`src/rtl/nn_input_feeder_if.sv`:
```
// Request, channel-write, ROM-write and status signals of the NN input feeder.
// The feeder is the slave; whatever drives requests and ROM writes is the master.
interface nn_input_feeder_if #(
  parameter int DATA_W    = 8,
  parameter int N_INPUTS  = 2,
  parameter int N_SAMPLES = 4
);
  localparam int ADDR_W   = (N_INPUTS > 1) ? $clog2(N_INPUTS) : 1;
  localparam int SAMPLE_W = (N_SAMPLES > 1) ? $clog2(N_SAMPLES) : 1;
  localparam int ROM_AW   = (N_INPUTS * N_SAMPLES > 1) ? $clog2(N_INPUTS * N_SAMPLES) : 1;

  logic                       start;
  logic [SAMPLE_W-1:0]        sample_sel;
  logic                       fill;
  logic                       wr_trig;
  logic [ADDR_W-1:0]          wr_abus;
  logic signed [DATA_W-1:0]   wr_dbus;
  logic                       ack;
  logic                       busy;
  logic                       rom_we;
  logic [ROM_AW-1:0]          rom_waddr;
  logic signed [DATA_W-1:0]   rom_wdata;
  logic                       err;

  modport slave (
    input  start, sample_sel, fill, rom_we, rom_waddr, rom_wdata,
    output wr_trig, wr_abus, wr_dbus, ack, busy, err
  );

  modport master (
    output start, sample_sel, fill, rom_we, rom_waddr, rom_wdata,
    input  wr_trig, wr_abus, wr_dbus, ack, busy, err
  );
endinterface

```
`src/rtl/nn_input_feeder.sv`:
```
// Input stage for the NN top: streams one stored sample vector from a run-time
// writable ROM into the layer-0 channel memory, then acks to start layer 0.
//   state   | meaning
//   IDLE    | nothing streamed since reset, ack low
//   LOAD    | issuing one channel write per cycle while fill is high
//   DONE    | vector complete, ack held high until the next accepted start
module nn_input_feeder #(
  parameter int DATA_W    = 8,
  parameter int N_INPUTS  = 2,
  parameter int N_SAMPLES = 4,
  parameter int INIT_VAL  = 16
) (
  input logic              clk,
  input logic              rst,
  nn_input_feeder_if.slave bus
);
  localparam int TOTAL  = N_INPUTS * N_SAMPLES;
  localparam int ADDR_W = (N_INPUTS > 1) ? $clog2(N_INPUTS) : 1;
  localparam int ROM_AW = (TOTAL > 1) ? $clog2(TOTAL) : 1;

  typedef enum logic [1:0] {ST_IDLE, ST_LOAD, ST_DONE} state_t;

  state_t                    r_state;
  logic [ADDR_W-1:0]         r_idx;
  logic [ROM_AW-1:0]         r_base;
  logic                      r_wr_trig;
  logic [ADDR_W-1:0]         r_wr_abus;
  logic signed [DATA_W-1:0]  r_wr_dbus;
  logic                      r_ack;
  logic                      r_busy;
  logic                      r_err;

  // Contents survive rst; only the power-up image is INIT_VAL.
  logic signed [DATA_W-1:0]  r_rom [TOTAL] = '{default: DATA_W'(INIT_VAL)};

  logic                      w_busy;
  logic                      w_sel_ok;
  logic                      w_start_ok;
  logic                      w_start_err;
  logic                      w_rom_ok;
  logic                      w_rom_err;
  logic [ROM_AW-1:0]         w_raddr;
  logic [ROM_AW-1:0]         w_base_nxt;
  logic                      w_last;

  assign w_busy      = (r_state == ST_LOAD);
  assign w_sel_ok    = (32'(bus.sample_sel) < N_SAMPLES);
  assign w_start_ok  = bus.start && !w_busy && w_sel_ok;
  assign w_start_err = bus.start && (w_busy || !w_sel_ok);
  assign w_rom_ok    = bus.rom_we && !w_busy && (32'(bus.rom_waddr) < TOTAL);
  assign w_rom_err   = bus.rom_we && !w_rom_ok;
  assign w_raddr     = r_base + ROM_AW'(r_idx);
  assign w_base_nxt  = ROM_AW'(32'(bus.sample_sel) * N_INPUTS);
  assign w_last      = (r_idx == ADDR_W'(N_INPUTS - 1));

  // Writes are locked out during LOAD so a streamed vector is never torn.
  always_ff @(posedge clk) begin
    if (w_rom_ok) begin
      r_rom[bus.rom_waddr] <= bus.rom_wdata;
    end
  end

  always_ff @(posedge clk) begin
    if (rst) begin
      r_state   <= ST_IDLE;
      r_idx     <= '0;
      r_base    <= '0;
      r_wr_trig <= 1'b0;
      r_wr_abus <= '0;
      r_wr_dbus <= '0;
      r_ack     <= 1'b0;
      r_busy    <= 1'b0;
      r_err     <= 1'b0;
    end else begin
      r_err     <= w_start_err || w_rom_err;
      r_wr_trig <= 1'b0;
      case (r_state)
        ST_IDLE, ST_DONE: begin
          if (r_state == ST_DONE) begin
            r_ack <= 1'b1;
          end
          if (w_start_ok) begin
            r_base  <= w_base_nxt;
            r_idx   <= '0;
            r_ack   <= 1'b0;
            r_busy  <= 1'b1;
            r_state <= ST_LOAD;
          end
        end
        ST_LOAD: begin
          if (bus.fill) begin
            r_wr_trig <= 1'b1;
            r_wr_abus <= r_idx;
            r_wr_dbus <= r_rom[w_raddr];
            r_idx     <= r_idx + 1'b1;
            if (w_last) begin
              r_busy  <= 1'b0;
              r_state <= ST_DONE;
            end
          end
        end
        default: r_state <= ST_IDLE;
      endcase
    end
  end

  assign bus.wr_trig = r_wr_trig;
  assign bus.wr_abus = r_wr_abus;
  assign bus.wr_dbus = r_wr_dbus;
  assign bus.ack     = r_ack;
  assign bus.busy    = r_busy;
  assign bus.err     = r_err;
endmodule
```
`src/flat_wrapper.sv`:
```
// flat-port wrapper written by rule: the top's interface ports become plain ports
module nn_input_feeder_flat 
#(
  parameter int DATA_W    = 8,
  parameter int N_INPUTS  = 2,
  parameter int N_SAMPLES = 4,
  parameter int INIT_VAL  = 16
)
  (clk, rst, bus_start, bus_sample_sel, bus_fill, bus_rom_we, bus_rom_waddr, bus_rom_wdata, bus_wr_trig, bus_wr_abus, bus_wr_dbus, bus_ack, bus_busy, bus_err);
  nn_input_feeder_if #(.DATA_W(DATA_W), .N_INPUTS(N_INPUTS), .N_SAMPLES(N_SAMPLES)) bus_i ();
  input logic clk;
  input logic rst;
  input wire logic [$bits(bus_i.start)-1:0] bus_start;
  input wire logic [$bits(bus_i.sample_sel)-1:0] bus_sample_sel;
  input wire logic [$bits(bus_i.fill)-1:0] bus_fill;
  input wire logic [$bits(bus_i.rom_we)-1:0] bus_rom_we;
  input wire logic [$bits(bus_i.rom_waddr)-1:0] bus_rom_waddr;
  input wire logic [$bits(bus_i.rom_wdata)-1:0] bus_rom_wdata;
  output wire logic [$bits(bus_i.wr_trig)-1:0] bus_wr_trig;
  output wire logic [$bits(bus_i.wr_abus)-1:0] bus_wr_abus;
  output wire logic [$bits(bus_i.wr_dbus)-1:0] bus_wr_dbus;
  output wire logic [$bits(bus_i.ack)-1:0] bus_ack;
  output wire logic [$bits(bus_i.busy)-1:0] bus_busy;
  output wire logic [$bits(bus_i.err)-1:0] bus_err;
  assign bus_i.start = bus_start;
  assign bus_i.sample_sel = bus_sample_sel;
  assign bus_i.fill = bus_fill;
  assign bus_i.rom_we = bus_rom_we;
  assign bus_i.rom_waddr = bus_rom_waddr;
  assign bus_i.rom_wdata = bus_rom_wdata;
  assign bus_wr_trig = bus_i.wr_trig;
  assign bus_wr_abus = bus_i.wr_abus;
  assign bus_wr_dbus = bus_i.wr_dbus;
  assign bus_ack = bus_i.ack;
  assign bus_busy = bus_i.busy;
  assign bus_err = bus_i.err;
  nn_input_feeder #(.DATA_W(DATA_W), .N_INPUTS(N_INPUTS), .N_SAMPLES(N_SAMPLES), .INIT_VAL(INIT_VAL)) u_core (.clk(clk), .rst(rst), .bus(bus_i));
endmodule
```
`config.mk`:
```
export PLATFORM = sky130hd
export DESIGN_NAME = nn_input_feeder_flat
export DESIGN_NICKNAME = d
export VERILOG_FILES = /design/src/rtl/nn_input_feeder_if.sv /design/src/rtl/nn_input_feeder.sv /design/src/flat_wrapper.sv
export SDC_FILE = /design/constraint.sdc
export NUM_CORES = 1
export LEC_CHECK = 0
export CAP_MARGIN = 20
export CORE_MARGIN = 5
export CORE_UTILIZATION = 53
export CTS_BUF_LIST = sky130_fd_sc_hd__clkbuf_8
export DETAILED_ROUTE_END_ITERATION = 10
export PLACE_DENSITY = 0.75
export REMOVE_ABC_BUFFERS = 1
export SYNTH_ARGS = -nofsm -noshare
export SYNTH_HDL_FRONTEND = slang
export SYNTH_SLANG_ARGS = --single-unit
```
`constraint.sdc`:
```
create_clock -name clk -period 2.2 [get_ports clk]
set_input_delay 0.44 -clock clk [delete_from_list [all_inputs] [get_ports clk]]
set_output_delay 0.44 -clock clk [all_outputs]
set_load 0.02 [all_outputs]
```
==> flow_summary.json <==
{
  "syn2layout_area_growth_pct": 19.9,
  "dieHeight_um": 86.8,
  "die-area_mm2": 0.00753,
  "worstHoldPathCells": 1,
  "peakVddDrop_mv": 0.498,
  "period_minus_slack_ps": 1740,
  "leakage_nw": 1.24,
  "synth_top_area_cell": "edfxtp_1",
  "grt_pass1_vias": 1758,
  "finalSetupViolCount": 0,
  "cp_num_cells": 1,
  "drive_gt1_frac": 0.135,
  "dp_hpwl_um": 3980,
  "cts_tree": "yes",
  "critPathLaunchType": "flip-flop",
  "cp_data_required_time_ps": 1760,
  "yosysWarnings": 0,
  "fillers": 463,
  "crit_chain": "clkdlybuf4s50_1",
  "cts_sinks": 82,
  "slew_headroom": 0.522,
  "avgSynthCellArea_um2": 16.4,
  "synthArstFlopShare": 0,
  "total_power_mw": 2.87,
  "drt_iter0_markers": 166,
  "critPathSlowestCell": "clkdlybuf4s50_1",
  "remaining_drc_errors": 0,
  "cts_hold_buf": 0,
  "rsz0062_at_grt": "no",
  "path_max_fanout": 2,
  "ant_nets": 0,
  "viasPerCell": 5.56,
  "io_pins": 31,
  "clkTransAtPathRegs_ps": 70,
  "place_congestion": 0.738,
  "cts_buffers": 9,
  "synth.distinct_cells": 27,
  "crit_arrival_ps": 1300,
  "synth_enable_flop_cells": 64,
  "critPathBufInv": 1,
  "clockBufferDepth": 2,
  "synth_ff_type": "edfxtp_1",
  "cp_top_family": "buffers and inverters",
  "synth.top_cell.area_share": 0.615,
  "clockRootBuffer": "clkbuf_8",
  "cp_slowest_stage_delay_ps": 620,
  "post-route-period-util": 0.792,
  "timing.setup.tns_ps": 0,
  "cts_htree_levels": 3,
  "core_area_mm2": 0.00582,
  "critPathKind": "flip-flop to output port",
  "routedWlPerCell_um": 18.4,
  "hold_path.class": "flip-flop to flip-flop",
  "diodes": 0,
  "ctsResizeCount": 0,
  "critPathCaptureType": "output port",
  "grt_max_degree": 20,
  "insertion_delay_ps": 330,
  "ys_ff_latch": 82,
  "grt_pass1_wl_um": 9150,
  "fmaxAchievable_mhz": 574,
  "synth_area_mm2": 0.00313,
  "rows": 28,
  "cts_post_setup_buffers_inserted": 0,
  "power.density_mw_per_mm2": 766,
  "antenna_found_initial": 0,
  "die_w_um": 86.8,
  "routed-via-count": 1773,
  "drv_cap": 0,
  "grt.total_usage": 0.169,
  "ys_seq_area_frac": 0.730,
  "worst_pin_slew_ps": 715,
  "first_pass_iters": 4,
  "most-common-layout-cells": "edfxtp_1 (64), mux2i_1 (35), clkdlybuf4s50_1 (30)",
  "port_buffers": 30,
  "rr_worst_depth": 4,
  "finalClockSkew_ps": 9.12,
  "final_hold_viol_count": 0,
  "final_common_cell": "edfxtp_1",
  "yosys-top-cells-area": "edfxtp_1 (61%), dfxtp_1 (12%), mux2i_1 (11%), a22oi_1 (3.8%), a32o_1 (2.6%)",
  "routed_wl_um": 5870,
  "start_util": 0.537,
  "nets": 258,
  "grt-ovfl-total": 0,
  "slew_violations": 0,
  "synth_cells": 191,
  "outcome": "finished, final reports clean",
  "r2r_slack_ps": 580
}
[cell type report]
type | count | area (um^2) | area share
sequential | 82 | 2280 | 0.609
timing repair buffer | 47 | 440 | 0.118
multi-input combinational | 98 | 762 | 0.203
clock buffer | 10 | 138 | 0.0367
tap | 75 | 93.8 | 0.0250
clock inverter | 5 | 22.5 | 0.00601
inverter | 2 | 7.51 | 0.00200
[synthesized netlist by cell type, types with 2 or more instances]
| cell type | number |
|---|---|
| mux2i_1 | 35 |
| nand3b_1 | 2 |
| a22oi_1 | 16 |
| nand2b_1 | 3 |
| a21oi_1 | 3 |
| nor2b_1 | 3 |
| buf_1 | 2 |
| edfxtp_1 | 64 |
| buf_6 | 3 |
| a32o_1 | 8 |
| dfxtp_1 | 18 |
| nor3_1 | 5 |
| nor2_1 | 14 |
| clkbuf_1 | 2 |
[power breakdown]
part | switching, mW | total (mW) | internal, mW
clock | 0.471 | 0.891 | 0.421
sequential | 0.0247 | 1.73 | 1.71
combinational | 0.128 | 0.247 | 0.119
total | 0.624 | 2.87 | 2.25
[flip-flops by register name, indices dropped and copies added, names as in the netlist]
name / cells
u_core.r_base: 2
u_core.bus.wr_dbus: 8
u_core.r_state: 2
u_core.bus.wr_abus: 1
u_core.bus.ack: 1
u_core.bus.busy: 1
u_core.bus.err: 1
u_core.r_idx: 1
u_core.r_rom: 64
u_core.bus.wr_trig: 1
[stage by stage]
step | setup WS (ps) | std cells | hold WS, ps | area (um^2) | utilization
floorplan | 95.4 | 182 | 487 | 3050 | -
global placement | 231 | 304 | 457 | 3590 | 0.617
detailed placement | 202 | 304 | 463 | 3590 | 0.617
CTS | 427 | 319 | 480 | 3750 | 0.644
global route | 394 | 319 | 512 | 3750 | 0.644
finish | 459 | 319 | 473 | 3750 | 0.644
[worst register-to-register path: stages (launching register included)]
cell and delay [ps]:
dfxtp_2 610, buf_12 240, mux2i_1 230, a22oi_1 120
a32o_1 310
[worst paths after layout]
path                                           start                                 end
setup / recovery  u_core.bus.wr_dbus[6]$_SDFFE_PP0P_                      bus_wr_dbus[6]
hold / removal    u_core.bus.wr_dbus[5]$_SDFFE_PP0P_  u_core.bus.wr_dbus[5]$_SDFFE_PP0P_
setup reg to reg           u_core.r_idx$_SDFFE_PP0P_  u_core.bus.wr_dbus[3]$_SDFFE_PP0P_
hold reg to reg   u_core.bus.wr_dbus[5]$_SDFFE_PP0P_  u_core.bus.wr_dbus[5]$_SDFFE_PP0P_
[per-layer routing]
metal / up-vias / routed length, um / track usage
li1: 843 / - / -
met2: 39 / 3070 / 0.275
met5: - / 0 / 0
met3: 8 / 283 / 0.0447
met1: 883 / 2440 / 0.213
met4: 0 / 72 / 0.0680
[cell families after synthesis]
kind of cell | count (synthesis) | share of synthesized area
flip-flops | 82 | 0.730
AND/OR/NAND/NOR | 33 | 0.0556
AO/OA/AOI/OAI | 30 | 0.0761
buffers and inverters | 11 | 0.0260
multiplexers | 35 | 0.112
(Power assumes the default switching activity.)
